[src/rtl/simon_pkg.sv]
// simon_pkg: Simon 64/96 types, constants and round/rotate helpers shared by the simon cores.
package simon_pkg;
  localparam int WORD_SIZE = 32;
  localparam int KEY_WORDS = 3;
  localparam int ROUNDS = 42;
  localparam int Z_IDX = 2;
  localparam logic [61:0] Z [5] = '{
    62'b11111010001001010110000111001101111101000100101011000011100110,
    62'b10001110111110010011000010110101000111011111001001100001011010,
    62'b10101111011100000011010010011000101000010001111110010110110011,
    62'b11011011101011000110010111100000010010001010011100110100001111,
    62'b11010001111001101011011000100000010111000011001010010011101111
  };
  typedef logic [WORD_SIZE-1:0] word_t;
  typedef struct packed {
    word_t l;
    word_t r;
  } data_t;
  typedef logic [KEY_WORDS*WORD_SIZE-1:0] key_t;
  typedef enum logic [1:0] {IDLE, EXPAND, DECRYPT, DONE} state_t;
  typedef enum logic {FWD, BWD} dir_e;
  function automatic word_t rol(word_t v, int s);
    return (v << s) | (v >> (WORD_SIZE - s));
  endfunction
  function automatic word_t ror(word_t v, int s);
    return rol(v, WORD_SIZE - s);
  endfunction
  function automatic word_t f(word_t v);
    return (rol(v, 1) & rol(v, 8)) ^ rol(v, 2);
  endfunction
  // z bits are stored MSB-first, so bit i of the sequence sits at position 61-i
  function automatic logic z_bit(int i);
    return Z[Z_IDX][61 - (i % 62)];
  endfunction
endpackage

[src/rtl/simon_key_step.sv]
// simon_key_step: one Simon key-schedule step, forward (k[i+m] from k[i..i+m-1]) or backward (k[j-m] from k[j-m+1..j]).
module simon_key_step
  import simon_pkg::*;
#(
  parameter dir_e DIR = FWD
) (
  input  key_t       kr,
  input  logic [7:0] idx,
  output key_t       kr_next
);
  localparam int N = WORD_SIZE;
  localparam int M = KEY_WORDS;
  word_t a, b, t, nk;
  // forward: idx is i, register is {k[i+m-1]..k[i]}; backward: idx is j, register is {k[j]..k[j-m+1]}
  always_comb begin
    a = DIR == FWD ? kr[(M-1)*N +: N] : kr[(M-2)*N +: N];
    b = DIR == FWD ? kr[0 +: N] : kr[(M-1)*N +: N];
    t = ror(a, 3) ^ (M == 4 ? (DIR == FWD ? kr[N +: N] : kr[0 +: N]) : '0);
    t = t ^ ror(t, 1);
    nk = ~b ^ t ^ word_t'(z_bit(DIR == FWD ? int'(idx) : int'(idx) + 62 - M)) ^ word_t'(3);
    kr_next = DIR == FWD ? {nk, kr[M*N-1:N]} : {kr[(M-1)*N-1:0], nk};
  end
endmodule

[src/rtl/simon_decrypt.sv]
// simon_decrypt: iterative Simon 64/96 decryption, forward key expansion then one inverse round per cycle.
// Optional SIMON_DEC_KEY_CACHE_EN caches the expanded tail keys to skip EXPAND when the key repeats.
module simon_decrypt
  import simon_pkg::*;
(
  input  logic  clk,
  input  logic  rst,
  input  logic  start,
  input  data_t ciphertext,
  input  key_t  key,
  output data_t plaintext,
  output logic  eoc,
  output logic  trigger
);
  localparam int KW = KEY_WORDS * WORD_SIZE;
  state_t st, st_n;
  word_t x, y, ny;
  key_t kr, kr_f, kr_b, kr_ld;
  logic [5:0] rc;
  logic accept, hit, exp_last, dec_last;
  simon_key_step #(.DIR(FWD)) u_fwd (.kr(kr), .idx({2'b0, rc}), .kr_next(kr_f));
  simon_key_step #(.DIR(BWD)) u_bwd (.kr(kr), .idx(8'(ROUNDS - 1) - {2'b0, rc}), .kr_next(kr_b));
`ifdef SIMON_DEC_KEY_CACHE_EN
  key_t ck_key, ck_kr;
  logic ck_valid;
  assign hit = ck_valid && key == ck_key;
  assign kr_ld = hit ? ck_kr : key;
  always_ff @(posedge clk) begin
    if (rst) begin
      ck_valid <= 1'b0;
      ck_key <= '0;
      ck_kr <= '0;
    end else if (accept && !hit) begin
      ck_key <= key;
      ck_valid <= 1'b0;
    end else if (st == EXPAND && exp_last) begin
      ck_kr <= kr_f;
      ck_valid <= 1'b1;
    end
  end
`else
  assign hit = 1'b0;
  assign kr_ld = key;
`endif
  assign accept = (st == IDLE || st == DONE) && start;
  assign exp_last = rc == 6'(ROUNDS - KEY_WORDS - 1);
  assign dec_last = rc == 6'(ROUNDS - 1);
  assign ny = x ^ f(y) ^ kr[KW-1 -: WORD_SIZE];
  always_ff @(posedge clk) st <= rst ? IDLE : st_n;
  always_comb begin
    st_n = accept ? (hit ? DECRYPT : EXPAND) :
           st == EXPAND && exp_last ? DECRYPT :
           st == DECRYPT && dec_last ? DONE : st;
    trigger = st == DECRYPT;
  end
  always_ff @(posedge clk) begin
    if (rst) begin
      x <= '0;
      y <= '0;
      kr <= '0;
      rc <= '0;
      plaintext <= '0;
      eoc <= 1'b0;
    end else if (accept) begin
      x <= ciphertext.l;
      y <= ciphertext.r;
      kr <= kr_ld;
      rc <= '0;
      eoc <= 1'b0;
    end else if (st == EXPAND) begin
      kr <= kr_f;
      rc <= exp_last ? 6'd0 : rc + 6'd1;
    end else if (st == DECRYPT) begin
      x <= y;
      y <= ny;
      kr <= kr_b;
      rc <= rc + 6'd1;
      if (dec_last) begin
        plaintext <= data_t'({y, ny});
        eoc <= 1'b1;
      end
    end
  end
endmodule

[config.mk]
export PLATFORM = sky130hd
export DESIGN_NAME = simon_decrypt
export DESIGN_NICKNAME = d
export VERILOG_FILES = /design/src/rtl/simon_pkg.sv /design/src/rtl/simon_key_step.sv /design/src/rtl/simon_decrypt.sv
export SDC_FILE = /design/constraint.sdc
export NUM_CORES = 1
export LEC_CHECK = 0
export CELL_PAD_IN_SITES_DETAIL_PLACEMENT = 0
export CELL_PAD_IN_SITES_GLOBAL_PLACEMENT = 2
export CORE_MARGIN = 10
export CORE_UTILIZATION = 29
export CTS_BUF_LIST = sky130_fd_sc_hd__clkbuf_4 sky130_fd_sc_hd__clkbuf_8
export CTS_CLUSTER_SIZE = 24
export DETAILED_ROUTE_END_ITERATION = 16
export MAX_ROUTING_LAYER = met4
export PLACE_DENSITY = 0.81
export SYNTH_ARGS = -nofsm -noshare
export SYNTH_HDL_FRONTEND = slang
export SYNTH_SLANG_ARGS = --single-unit
[constraint.sdc]
create_clock -name clk -period 5.85 [get_ports clk]
set_input_delay 1.17 -clock clk [delete_from_list [all_inputs] [get_ports clk]]
set_output_delay 1.17 -clock clk [all_outputs]
set_load 0.02 [all_outputs]
# After elaboration in Yosys (flattened, before gate mapping)
# Memory sizes are Yosys's and may differ from the RTL's.
# Cells that the tools add are included.
[totals] regBits=233 latchBits=0 ramBits=0 rom_bits=128 inputBits=163 output_inout_bits=66 word_cells=83 mem_count=2
[mem_list] memory="(no name shown)" words=64 word_bits=1 rd=1 rd_ports_with_merged_regs=0 wr=0 line_no="simon_pkg.sv:33" rtl="return Z[Z_IDX][61 - (i % 62)];"
[mem_list] memory="(no name shown)" words=64 word_bits=1 rd=1 rd_ports_with_merged_regs=0 wr=0 line_no="simon_pkg.sv:33"
[op_classes] add_sub_neg=6 n_mul=0 div_mod_pow=2 order_cmp=2 n_eq_ne=6 n_shift=0 muxes=19 n_bitwise=23 reduce_logical=14
[ops] op="96-bit 2-to-1 mux" count=3
[ops] op="32-bit XOR" count=7
[ops] op="32-bit 2-to-1 mux" count=6
[ops] op="32-bit by 8-bit < comparator with 1-bit output, second input constant" count=2
[ops] op="32-bit NOT" count=2
[ops] op="32-bit by 29-bit bitwise OR with 32-bit output" count=2
[ops] op="32-bit by 31-bit bitwise OR with 32-bit output" count=2
[ops] op="7-bit by 32-bit subtractor with 32-bit output, first input constant" count=2
[ops] op="32-bit by 1-bit XOR with 32-bit output" count=2
[ops] op="32-bit bitwise AND" count=1
[ops] op="32-bit by 7-bit remainder unit with 32-bit output, second input constant" count=1
[ops] op="7-bit by 7-bit remainder unit with 32-bit output, second input constant" count=1
[ops] op="32-bit by 1-bit bitwise OR with 32-bit output" count=1
[ops] op="32-bit by 2-bit bitwise OR with 32-bit output" count=1
[ops] op="32-bit by 8-bit bitwise OR with 32-bit output" count=1
[ops] op="32-bit by 3-bit subtractor with 32-bit output, second input constant" count=1
[ops] op="6-bit 2-to-1 mux" count=3
[ops] op="6-bit == test, second input constant" count=2
[ops] op="8-bit by 6-bit adder with 9-bit output, second input constant" count=1
[ops] op="6-bit by 6-bit subtractor with 7-bit output, first input constant" count=1
[ops] op="6-bit by 1-bit adder with 6-bit output, second input constant" count=1
[ops] op="2-bit nonzero test" count=3
[ops] op="3-bit nonzero test" count=2
[ops] op="1-bit 2-to-1 mux" count=5
[ops] op="other kinds (13)" count=19

# Logic depth before layout (Yosys ltp)
# Gate-level depths: netlist of the first run.
[depth] word_depth=13 mapped_depth=28 ltp_nobuf=25

# Cells and area by module
# From an unflattened synthesis of the first run, not the netlist that was laid out.
[unflattened] hier_cells=2048 hier_area_um2=16858.7
[modules_own_cells] module="simon_decrypt" instances=1 cells_each=1420 area_per_inst_um2=11907.7 seq_area_each_um2=4664.5
[modules_own_cells] module="simon_key_step at u_bwd" instances=1 cells_each=389 area_per_inst_um2=3080.5 seq_area_each_um2=0.0
[modules_own_cells] module="simon_key_step at u_fwd" instances=1 cells_each=239 area_per_inst_um2=1870.5 seq_area_each_um2=0.0

# Worst setup path after synthesis of the first run
# No wires, ideal clock.
[synth_timing] path_kind="register -> register" from="register rc[1]" to="register kr[0]" setup_ns=0.135 t_arrival_ns=5.473 required_time_ns=5.715 path_slack_ns=0.242 stages_incl_launch_ff=25 path_buffers=3 period_less_slack_ns=5.608 cell_sequence="dfxtp_1 > buf_6 > clkbuf_1 > inv_1 > ha_1 > xnor2_2 > nor2_1 > xnor2_2 > o21ai_0 > or3b_1 > or2_1 > nor4_2 > nor2_2 > mux2_2 > ha_1 > clkbuf_1 > nor2_1 > mux2_2 > mux2i_1 > nand2_1 > a211o_1 > mux2i_1 > mux2i_1 > xnor2_1 > a31oi_1"
[synth_between] elab_chain_len=13
[synth_rtl] element="start, declared" line_no="simon_decrypt.sv:19" rtl="logic [5:0] rc;"
[synth_rtl] element="start signal, assigned" line_no="simon_decrypt.sv:72" rtl="rc <= exp_last ? 6'd0 : rc + 6'd1;"
[synth_rtl] element="start signal, assigned" line_no="simon_decrypt.sv:77" rtl="rc <= rc + 6'd1;"
[synth_rtl] element="6-bit by 6-bit subtractor with 7-bit output" line_no="simon_decrypt.sv:22" rtl="simon_key_step #(.DIR(BWD)) u_bwd (.kr(kr), .idx(8'(ROUNDS - 1) - {2'b0, rc}), .kr_next(kr_b));"
[synth_rtl] element="8-bit by 6-bit adder with 9-bit output" line_no="simon_key_step.sv:20" rtl="nk = ~b ^ t ^ word_t'(z_bit(DIR == FWD ? int'(idx) : int'(idx) + 62 - M)) ^ word_t'(3);"
[synth_rtl] element="32-bit by 3-bit subtractor with 32-bit output" line_no="simon_key_step.sv:20"
[synth_rtl] element="32-bit by 7-bit remainder unit with 32-bit output" line_no="simon_pkg.sv:33"
[synth_rtl] element="7-bit by 32-bit subtractor with 32-bit output" line_no="simon_pkg.sv:33"
[synth_rtl] element="memory 64 x 1 bit"
[synth_rtl] element="1-bit 2-to-1 mux (not written as such) (2 in series)" line_no="simon_pkg.sv:33"
[synth_rtl] element="32-bit by 1-bit XOR with 32-bit output" line_no="simon_key_step.sv:20"
[synth_rtl] element="2-bit NOT (no line)"
[synth_rtl] element="96-bit 2-to-1 mux" line_no="simon_decrypt.sv:73" rtl="end else if (st == DECRYPT) begin"
[synth_rtl] element="96-bit 2-to-1 mux" line_no="simon_decrypt.sv:70" rtl="end else if (st == EXPAND) begin"
[synth_rtl] element="96-bit 2-to-1 mux" line_no="simon_decrypt.sv:64" rtl="end else if (accept) begin"
[synth_rtl] element="end signal, assigned" line_no="simon_decrypt.sv:67" rtl="kr <= kr_ld;"
[synth_rtl] element="end signal, assigned" line_no="simon_decrypt.sv:71" rtl="kr <= kr_f;"
[synth_rtl] element="end signal, assigned" line_no="simon_decrypt.sv:76" rtl="kr <= kr_b;"
[synth_rtl] element="end, declared" line_no="simon_decrypt.sv:18" rtl="key_t kr, kr_f, kr_b, kr_ld;"
# No other way between the ends. The select of a mux whose other input is x is not followed.
# A chain may end at the register's enable or synchronous reset.

# Worst setup path after layout of the first run
# Ends and elaborated chain as after synthesis.

==> results of run 1 <==
## layer usage
layer  vias up  routed length [µm]
met1      6411               25010
met4         0                 801
li1       6679                   -
met5         -                   0
met2       278               26150
met3        64                2199
## logic make-up (layout without fill, tap and decap cells)
logic type               after synthesis  after routing  share of synthesized area
flip-flops                           233            233                     0.3234
AO/OA/AOI/OAI                        430            430                     0.2050
multiplexers                          78             78                    0.05708
adder cells (fa/ha/maj)               22             22                    0.01908
XOR/XNOR                             259            259                     0.1603
AND/OR/NAND/NOR                      633            633                     0.1836
buffers and inverters                190            360                    0.05109
other                                  2              5                  0.0005207
## worst paths after layout
path | end | slack [ns] | cells after the start
max | kr[0]$_SDFFE_PP0P_ | 0.48 | 22
min | plaintext[34]$_SDFFE_PP0P_ | 0.46 | 2
max reg2reg | kr[0]$_SDFFE_PP0P_ | 0.48 | 22
min reg2reg | plaintext[34]$_SDFFE_PP0P_ | 0.46 | 2
## final cells by class
cell class                      count  area, µm²
Sequential cell                   233       4664
Multi-Input combinational cell   1425       9071
Tap cell                          664      830.8
Clock buffer                       76      964.7
Antenna cell                        2      5.005
Clock inverter                      4      48.80
Timing Repair Buffer              264       2591
Inverter                           16      60.06
Fill cell                        5175      30820
## placed cells by master (no fill, tap or decap), types with 6 or more instances in the layout
master,n
clkdlybuf4s50_1,227
clkbuf_8,63
a21oi_1,115
o21ai_0,44
mux2i_1,71
buf_4,33
inv_1,16
xnor2_1,181
nand2_1,266
nor2b_1,11
a211oi_1,130
ha_1,21
dfxtp_1,233
xor2_1,73
nor2_1,255
clkbuf_4,13
o211ai_1,62
nor3_1,45
nand3_1,6
a311oi_1,33
## report_power, final
group	switching (mW)	total (mW)	leakage, nW	internal [mW]
clock network	0.765	1.84	0.539	1.08
logic	0.749	1.47	3.90	0.718
registers	0.247	1.96	1.91	1.72
total	1.76	5.27	6.35	3.51
## stage by stage
| step | worst slack, ns | cell area [µm²] | utilization | power, mW |
|---|---|---|---|---|
| floorplan | 0.2418 | 14430 | - | 2.984 |
| global placement | 0.5216 | 17220 | 0.3510 | 3.457 |
| detailed placement | 0.5271 | 17220 | 0.3510 | 3.467 |
| CTS | 0.4936 | 18230 | 0.3717 | 5.339 |
| global route | 0.05874 | 18240 | 0.3718 | 5.588 |
| finish | 0.4798 | 18240 | 0.3718 | 5.272 |
## critical path, cell delays in order (launching register included)
cell and delay, ns:
dfxtp_1 0.32, inv_1 0.13, ha_1 0.43, xnor2_2 0.53, nor2_1 0.22, xnor2_1 0.17, nor2_1 0.31, o21a_1 0.24
a21boi_0 0.19, o21a_2 0.21, nor4_2 0.07, nor2_2 0.26, mux2_2 0.38, ha_1 0.32, nor2b_1 0.16, mux2_2 0.26
mux2i_1 0.13, nand2_1 0.07, a211o_1 0.29, mux2i_1 0.14, mux2i_1 0.10, xnor2_1 0.16, a31oi_1 0.09
## flip-flops by register name, summed over array words and instances (netlist names)
signal	cells
eoc	1
x	32
kr	96
plaintext	64
rc	6
st	2
y	32
==> summary.md, run 1 <==
| Metric | Value |
|---|---|
| GR Util met2 | `0.2996` |
| Fin crit period | `5.370 ns` |
| Cell accounting for the most synthesized area | `dfxtp_1` |
| Synth Instances | `1,847` |
| Slew margin rel. | `0.2836` |
| Wire per inst | `20.18 µm` |
| Worst-Skew Late Latency | `0.60 ns` |
| Worst reg2reg startpoint | `rc[1]$_SDFFE_PP0P_` |
| CTS HTree Levels | `2` |
| RSZ-0062 raised after global routing | `no` |
| Max frequency | `186.2 MHz` |
| Max Clock Skew | `0.01502 ns` |
| Worst-path clk slew | `0.06 ns` |
| Core box area | `49,050 µm²` |
| Setup repair bufs after CTS | `0` |
| Hold path startpoint | `plaintext[34]$_SDFFE_PP0P_` |
| Placed cells | `2,602` |
| Main synth FF type | `dfxtp_1` |
| Root Buffer Master | `clkbuf_8` |
| Vias per std cell | `5.004` |
| Average size of a mapped cell | `7.809 µm²` |
| Post-synth EDFFs | `0` |
| CTS Buf Count | `45` |
| DRC Markers | `0` |
| Layout cell share with drive strength beyond 1 | `0.07532` |
| Final GP Congestion | `0.8222` |
| P_leak | `6.352 nW` |
| Crit path kind | `flip-flop to flip-flop` |
| Worst IR drop on VDD | `0.1248 mV` |
| CP Data Required Time | `6.29 ns` |
| Detail Route Antenna Nets | `0` |
| Grt peak-use layer | `met2` |
| FP Rows | `81` |
| Top-area cell type share of the netlist area | `0.3234` |
| HP Class | `flip-flop to flip-flop` |
| Vias in the first global route | `13,170` |
| Slew Limit Fails | `0` |
| Drt pass-1 iters | `5` |
| HPWL after DPL | `38,100 µm` |
| Sequential area share after synthesis | `0.3234` |
| Chip width | `243.0 µm` |
| GRT Overall Usage | `0.1821` |
| CP arrival | `5.81 ns` |
| Area Overhead vs Synth | `26.43%` |
| CTS tree | `yes` |
| Global-route wire length before repair | `83,060 µm` |
| Total wire length | `54,170 µm` |
| Final TNS setup | `0 ns` |
| Synth top cells by count | `nand2_1, nor2_1, dfxtp_1, xnor2_1, clkbuf_1` |
| Met1 Resource Use GR | `0.2308` |
| DR iter-0 viols | `784` |
| Mapped cell area | `14,420 µm²` |
| Initial antenna violation count | `2` |
| Final hold slack | `0.4553 ns` |
| CP startpoint | `rc[1]$_SDFFE_PP0P_` |
| Clock tree sinks | `233` |
| Port Buf Inserts | `228` |
| Initial core utilization | `0.2941` |
| I/O pin cnt | `229` |
| Post-CTS Hold Fix Bufs | `0` |
| Nets | `2,170` |
| Unique masters post-synth | `79` |
| Crit path max fanout | `9` |
| Die area | `59,060 µm²` |
| Clk buf depth | `3` |
| Post-CTS sizing | `0` |
| Worst slew pin tran | `1.075 ns` |
| Detailed-route via count | `13,430` |
| Top-count cell post-synth | `nand2_1` |
| Ys async rst share | `0` |
| Seq cells post-synth | `233` |
| Final setup fails | `0` |
| Largest net degree at the start of global routing | `134` |
| Non-Filler Instances | `2,684` |
| Status | `complete, no violations` |
| Max cap viols | `0` |
| Die height | `243.0 µm` |
| Top cells by area, synth | `dfxtp_1, xnor2_1, nand2_1` |
| Startpoint Class | `flip-flop` |
| Final period util | `0.9180` |
| Final hold vios | `0` |
| PD cells | `289.1 nW/µm²` |
| Total global routing overflow | `0` |
| Worst Setup End Kind | `flip-flop` |
| Met3 usage | `0.03086` |
| Synthesis Warnings | `0` |
(Power assumes the default switching activity.)
==> run 2: changes to the inputs <==
SLEW_MARGIN = 20   (was default)
==> run 2 against run 1 <==
  * Combinational power hardly changed
  * Sequential power hardly changed
  * First-iteration DRC count is 3.4% higher
  * Clock-buffer cell count stayed put
  * Fmax is 0.23% higher
  * Clock skew is 0.00051 ns higher
  * Worst hold slack hardly changed
  * Critical path type unchanged
  * Critical endpoint unchanged
==> summary.md, run 2 (synthesized netlist as in run 1, its figures left out) <==
| Metric | Value |
|---|---|
| Buffers plus inverters on the worst setup path | `1` |
| Setup repair bufs after CTS | `0` |
| RSZ-0062 raised after global routing | `no` |
| Nets | `2,172` |
| Post-CTS Hold Fix Bufs | `0` |
| Clock tree sinks | `233` |
| R2r setup slk | `0.49 ns` |
| Status | `complete, no violations` |
| Largest registers | `kr (96), plaintext (64)` |
| Vias in the first global route | `13,170` |
| Place WS | `0.5271 ns` |
| Non-Filler Instances | `2,686` |
| Final hold vios | `0` |
| Max incr delay on CP | `0.52 ns` |
| Crit-path cells | `inv_1 -> ha_1 -> xnor2_2 -> nor2_1 -> xnor2_1 -> nor2_1 -> o21a_1 -> a21boi_0 -> o21a_2 -> nor4_2 -> nor2_2 -> mux2_2 -> ha_1 -> nor2b_1 -> mux2_2 -> mux2i_1 -> nand2_1 -> a211o_1 -> mux2i_1 -> mux2i_1 -> xnor2_1 -> a31oi_1` |
| Fin crit period | `5.358 ns` |
| Final Instance Area | `18,280 µm²` |
| Slew Limit Fails | `0` |
| Die area | `59,060 µm²` |
| CTS Buf Count | `45` |
| Largest register FFs | `96` |
| DR iter-0 viols | `811` |
| P_leak | `6.373 nW` |
| Final hold slack | `0.4553 ns` |
| Final setup fails | `0` |
| CP arrival | `5.80 ns` |
| CTS HTree Levels | `2` |
| Initial antenna violation count | `2` |
| Cell mode on critical path | `mux2i_1` |
| Top Layer Used | `met4` |
| Crit path depth | `22` |
| FP Rows | `81` |
| Max Clock Skew | `0.01553 ns` |
| Startpoint Class | `flip-flop` |
| CP Data Required Time | `6.29 ns` |
| Vias per std cell | `5.009` |
| Slew margin rel. | `0.3337` |
| Die height | `243.0 µm` |
| Routed met3 length | `2107 µm` |
| CTS tree | `yes` |
| HPWL after DPL | `38,100 µm` |
| CP max stage cell | `xnor2_2` |
| Crit path max fanout | `9` |
| Critical path destination | `kr[0]$_SDFFE_PP0P_` |
| Worst Slack Setup Final | `0.4919 ns` |
| CP delay by family, top | `simple AND/OR/NAND/NOR gates` |
| Wire per inst | `20.13 µm` |
| Worst Setup End Kind | `flip-flop` |
| CP startpoint | `rc[1]$_SDFFE_PP0P_` |
| Area after DPL | `17,220 µm²` |
| Post-CTS sizing | `0` |
| Largest net degree at the start of global routing | `134` |
| Total chip power | `5.274 mW` |
| Worst-path clk slew | `0.06 ns` |
| Worst-Skew Late Latency | `0.60 ns` |
| Worst slew pin tran | `0.9994 ns` |
| Commonest cells after routing, fill and taps aside | `nand2_1, nor2_1, dfxtp_1` |
| Total global routing overflow | `0` |
| Drt pass-1 iters | `5` |
| HP Class | `flip-flop to flip-flop` |
| I/O pin cnt | `229` |
| Total wire length | `54,070 µm` |
| Initial core utilization | `0.2941` |
| Worst r2r path cells | `22` |
| R2r endpoint | `kr[0]$_SDFFE_PP0P_` |
| DRC Markers | `0` |
| Port Buf Inserts | `228` |
| Worst reg2reg startpoint | `rc[1]$_SDFFE_PP0P_` |
| Max frequency | `186.6 MHz` |
| GRT Overall Usage | `0.1821` |
| Fin util | `0.3727` |
| Crit path kind | `flip-flop to flip-flop` |
| Commonest non-fill, non-tap cell in the layout | `nand2_1` |
| Worst IR drop on VDD | `0.1243 mV` |
| Final TNS setup | `0 ns` |
| Placed cells | `2,602` |
| Detail Route Antenna Nets | `0` |
| Global-route wire length before repair | `83,060 µm` |
| Max cap viols | `0` |
| WL met2 | `26,070 µm` |
| Detailed-route via count | `13,460` |
| Most flops, register | `kr` |
| Met1 WL | `25,080 µm` |
| Area Overhead vs Synth | `26.76%` |
| Chip width | `243.0 µm` |
| Final GP Congestion | `0.8222` |
| Clk buf depth | `3` |
| Root Buffer Master | `clkbuf_8` |
| Layout cell share with drive strength beyond 1 | `0.07624` |
| Final period util | `0.9159` |
| Core box area | `49,050 µm²` |
| PD cells | `288.4 nW/µm²` |
-- run 2: per-layer routing --
layer | up-vias | GRT usage
met5 | - | -
met4 | 0 | 0.03713
met3 | 63 | 0.03086
met2 | 274 | 0.2996
met1 | 6439 | 0.2308
li1 | 6679 | -
-- run 2: how the worst min path moves through the flow --
stage | startpoint | end | slack, ns | depth (start not counted)
after CTS | plaintext[32]$_SDFFE_PP0P_ | plaintext[32]$_SDFFE_PP0P_ | 0.46 | 2
after detailed placement | plaintext[49]$_SDFFE_PP0P_ | plaintext[49]$_SDFFE_PP0P_ | 0.45 | 2
after global routing | plaintext[60]$_SDFFE_PP0P_ | plaintext[60]$_SDFFE_PP0P_ | 0.47 | 2
after floorplan | kr[1]$_SDFFE_PP0P_ | kr[1]$_SDFFE_PP0P_ | 0.46 | 2
after global placement | plaintext[35]$_SDFFE_PP0P_ | plaintext[35]$_SDFFE_PP0P_ | 0.45 | 2
final | plaintext[34]$_SDFFE_PP0P_ | plaintext[34]$_SDFFE_PP0P_ | 0.46 | 2
-- run 2: final cells by class --
type	instances	area, µm²
Timing Repair Buffer	266	2639
Tap cell	664	830.8
Antenna cell	2	5.005
Fill cell	5171	30770
Clock buffer	76	964.7
Sequential cell	233	4664
Inverter	16	60.06
Clock inverter	4	48.80
Multi-Input combinational cell	1425	9071
-- run 2: worst register-to-register path, stage by stage, from the launching register on --
cell and delay [ns]:
dfxtp_1 0.32, inv_1 0.13, ha_1 0.43, xnor2_2 0.52, nor2_1 0.22, xnor2_1 0.17
nor2_1 0.31, o21a_1 0.24, a21boi_0 0.20, o21a_2 0.21, nor4_2 0.08, nor2_2 0.26
mux2_2 0.38, ha_1 0.32, nor2b_1 0.16, mux2_2 0.26, mux2i_1 0.13, nand2_1 0.07
a211o_1 0.29, mux2i_1 0.14, mux2i_1 0.10, xnor2_1 0.16, a31oi_1 0.10
-- run 2: report_power, final --
| group | leakage [nW] | switching (mW) | internal [mW] |
|---|---|---|---|
| Clock | 0.539 | 0.764 | 1.08 |
| Sequential | 1.91 | 0.246 | 1.72 |
| Combinational | 3.93 | 0.749 | 0.721 |
| Total | 6.37 | 1.76 | 3.51 |
==> run 3: changes to the inputs <==
CORE_UTILIZATION = 31   (was 29)
PLACE_DENSITY = 0.82   (was 0.81)
clock period = 6.45 ns   (was 5.85 ns; I/O delays follow)
==> run 3 against run 2 <==
  * Non-clock buffer count decreased by 11
  * Clock skew up 0.020 ns
  * Via count about the same
  * Design area is 1.2% lower
  * Critical endpoint unchanged
==> summary.md, run 3 (synthesized netlist as in run 1, its figures left out) <==
| Metric | Value |
|---|---|
| Largest register FFs | `96` |
| Vias in the first global route | `13,040` |
| CTS HTree Levels | `2` |
| CTS tree | `yes` |
| Nets | `2,161` |
| Detail Route Antenna Nets | `0` |
| Worst Setup End Kind | `flip-flop` |
| Worst-path clk slew | `0.06 ns` |
| Initial antenna violation count | `0` |
| Final period util | `0.8555` |
| FILL cells | `4,714` |
| Detailed-route via count | `13,450` |
| P_leak | `6.301 nW` |
| Most flops, register | `kr` |
| Commonest non-fill, non-tap cell in the layout | `nand2_1` |
| Drt pass-1 iters | `5` |
| Post-CTS sizing | `0` |
| Area Overhead vs Synth | `25.28%` |
| HP Class | `flip-flop to flip-flop` |
| Die height | `235.7 µm` |
| CTS Buf Count | `45` |
| Core box area | `45,670 µm²` |
| Startpoint Class | `flip-flop` |
| GRT Overall Usage | `0.1879` |
| Final GP Congestion | `0.8391` |
| Hold path startpoint | `plaintext[34]$_SDFFE_PP0P_` |
| Initial core utilization | `0.3158` |
| Setup repair bufs after CTS | `0` |
| Final hold vios | `0` |
| Largest net degree at the start of global routing | `113` |
| Final hold slack | `0.4531 ns` |
| Fin util | `0.3956` |
| Crit path kind | `flip-flop to flip-flop` |
| CP startpoint | `rc[2]$_SDFFE_PP0P_` |
| Die area | `55,560 µm²` |
| Largest registers | `kr (96), plaintext (64)` |
| DR iter-0 viols | `953` |
| PD cells | `260.5 nW/µm²` |
| CP arrival | `5.98 ns` |
| Total wire length | `53,220 µm` |
| Worst IR drop on VDD | `0.1163 mV` |
| Final TNS setup | `0 ns` |
| Wire per inst | `20.38 µm` |
| Port Buf Inserts | `228` |
| Vias per std cell | `5.149` |
| Layout cell share with drive strength beyond 1 | `0.07164` |
| Clk buf depth | `3` |
| RSZ-0062 raised after global routing | `no` |
| Worst-Skew Late Latency | `0.62 ns` |
| I/O pin cnt | `229` |
| Total global routing overflow | `0` |
| Clock tree sinks | `233` |
| Max cap viols | `0` |
| Post-CTS Hold Fix Bufs | `0` |
| Root Buffer Master | `clkbuf_8` |
| Slew Limit Fails | `0` |
| CP Data Required Time | `6.91 ns` |
| DRC Markers | `0` |
| Worst slew pin tran | `1.028 ns` |
| Crit path max fanout | `9` |
| Status | `complete, no violations` |
| Worst reg2reg startpoint | `rc[2]$_SDFFE_PP0P_` |
| Max Clock Skew | `0.03528 ns` |
| Fin crit period | `5.518 ns` |
| Commonest cells after routing, fill and taps aside | `nand2_1, nor2_1, dfxtp_1` |
| Max frequency | `181.2 MHz` |
| HPWL after DPL | `36,950 µm` |
| Slew margin rel. | `0.3150` |
| Chip width | `235.7 µm` |
| FP Rows | `78` |
| Global-route wire length before repair | `80,790 µm` |
| Final setup fails | `0` |
run 3: layout make-up:
cell class / count / area [µm²] / area share
Timing Repair Buffer: 255 / 2544 / 0.1408
Tap cell: 600 / 750.7 / 0.04155
Multi-Input combinational cell: 1425 / 9071 / 0.5020
Sequential cell: 233 / 4664 / 0.2581
Clock buffer: 77 / 922.1 / 0.05103
Clock inverter: 4 / 55.05 / 0.003047
Antenna cell: 1 / 2.502 / 0.0001385
Inverter: 16 / 60.06 / 0.003324
run 3: worst paths after layout:
| path | cells after the start | slack, ns | endpoint |
|---|---|---|---|
| hold reg to reg | 2 | 0.45 | plaintext[34]$_SDFFE_PP0P_ |
| hold / removal | 2 | 0.45 | plaintext[34]$_SDFFE_PP0P_ |
| setup reg to reg | 21 | 0.93 | kr[0]$_SDFFE_PP0P_ |
| setup / recovery | 21 | 0.93 | kr[0]$_SDFFE_PP0P_ |
run 3: critical path, stage by stage, from the launching register on:
cell and delay (ns):
dfxtp_1 0.33, inv_1 0.10, ha_1 0.39, xnor2_2 0.50, nor3_4 0.09, xnor2_1 0.16, xnor2_1 0.33, nor3_1 0.14
o21ai_0 0.29, o32ai_2 0.17, nor3_2 0.45, ha_1 0.36, mux2_2 0.28, ha_1 0.28, xnor2_2 0.30, xnor2_2 0.20
mux2_1 0.36, o22ai_1 0.13, mux2i_1 0.09, mux2i_1 0.17, xnor2_1 0.14, a31oi_1 0.10
run 3: layer usage:
layer  global-route usage  wire length [µm]  up-vias
met5                    -                 0        -
met4              0.06372              1445        0
met2               0.3088             25880      328
met3              0.03124              2339       76
met1               0.2292             23560     6393
li1                     -                 -     6648
run 3: per-stage QoR:
stage	instances	power [mW]	worst slack, ns	cell area, µm²
4_1_cts	2609	4.766	0.9648	18040
6_report	2611	4.707	0.9319	18070
5_1_grt	2610	4.978	0.5383	18070
3_3_place_gp	2528	3.106	1.083	17060
2_1_floorplan	1848	2.707	0.8418	14430
3_5_place_dp	2528	3.111	0.9802	17060
run 3: power by group:
group / total [mW] / internal (mW) / switching (mW) / leakage (nW)
registers: 1.78 / 1.56 / 0.222 / 1.91
clock network: 1.63 / 0.937 / 0.688 / 0.525
logic: 1.30 / 0.632 / 0.672 / 3.87
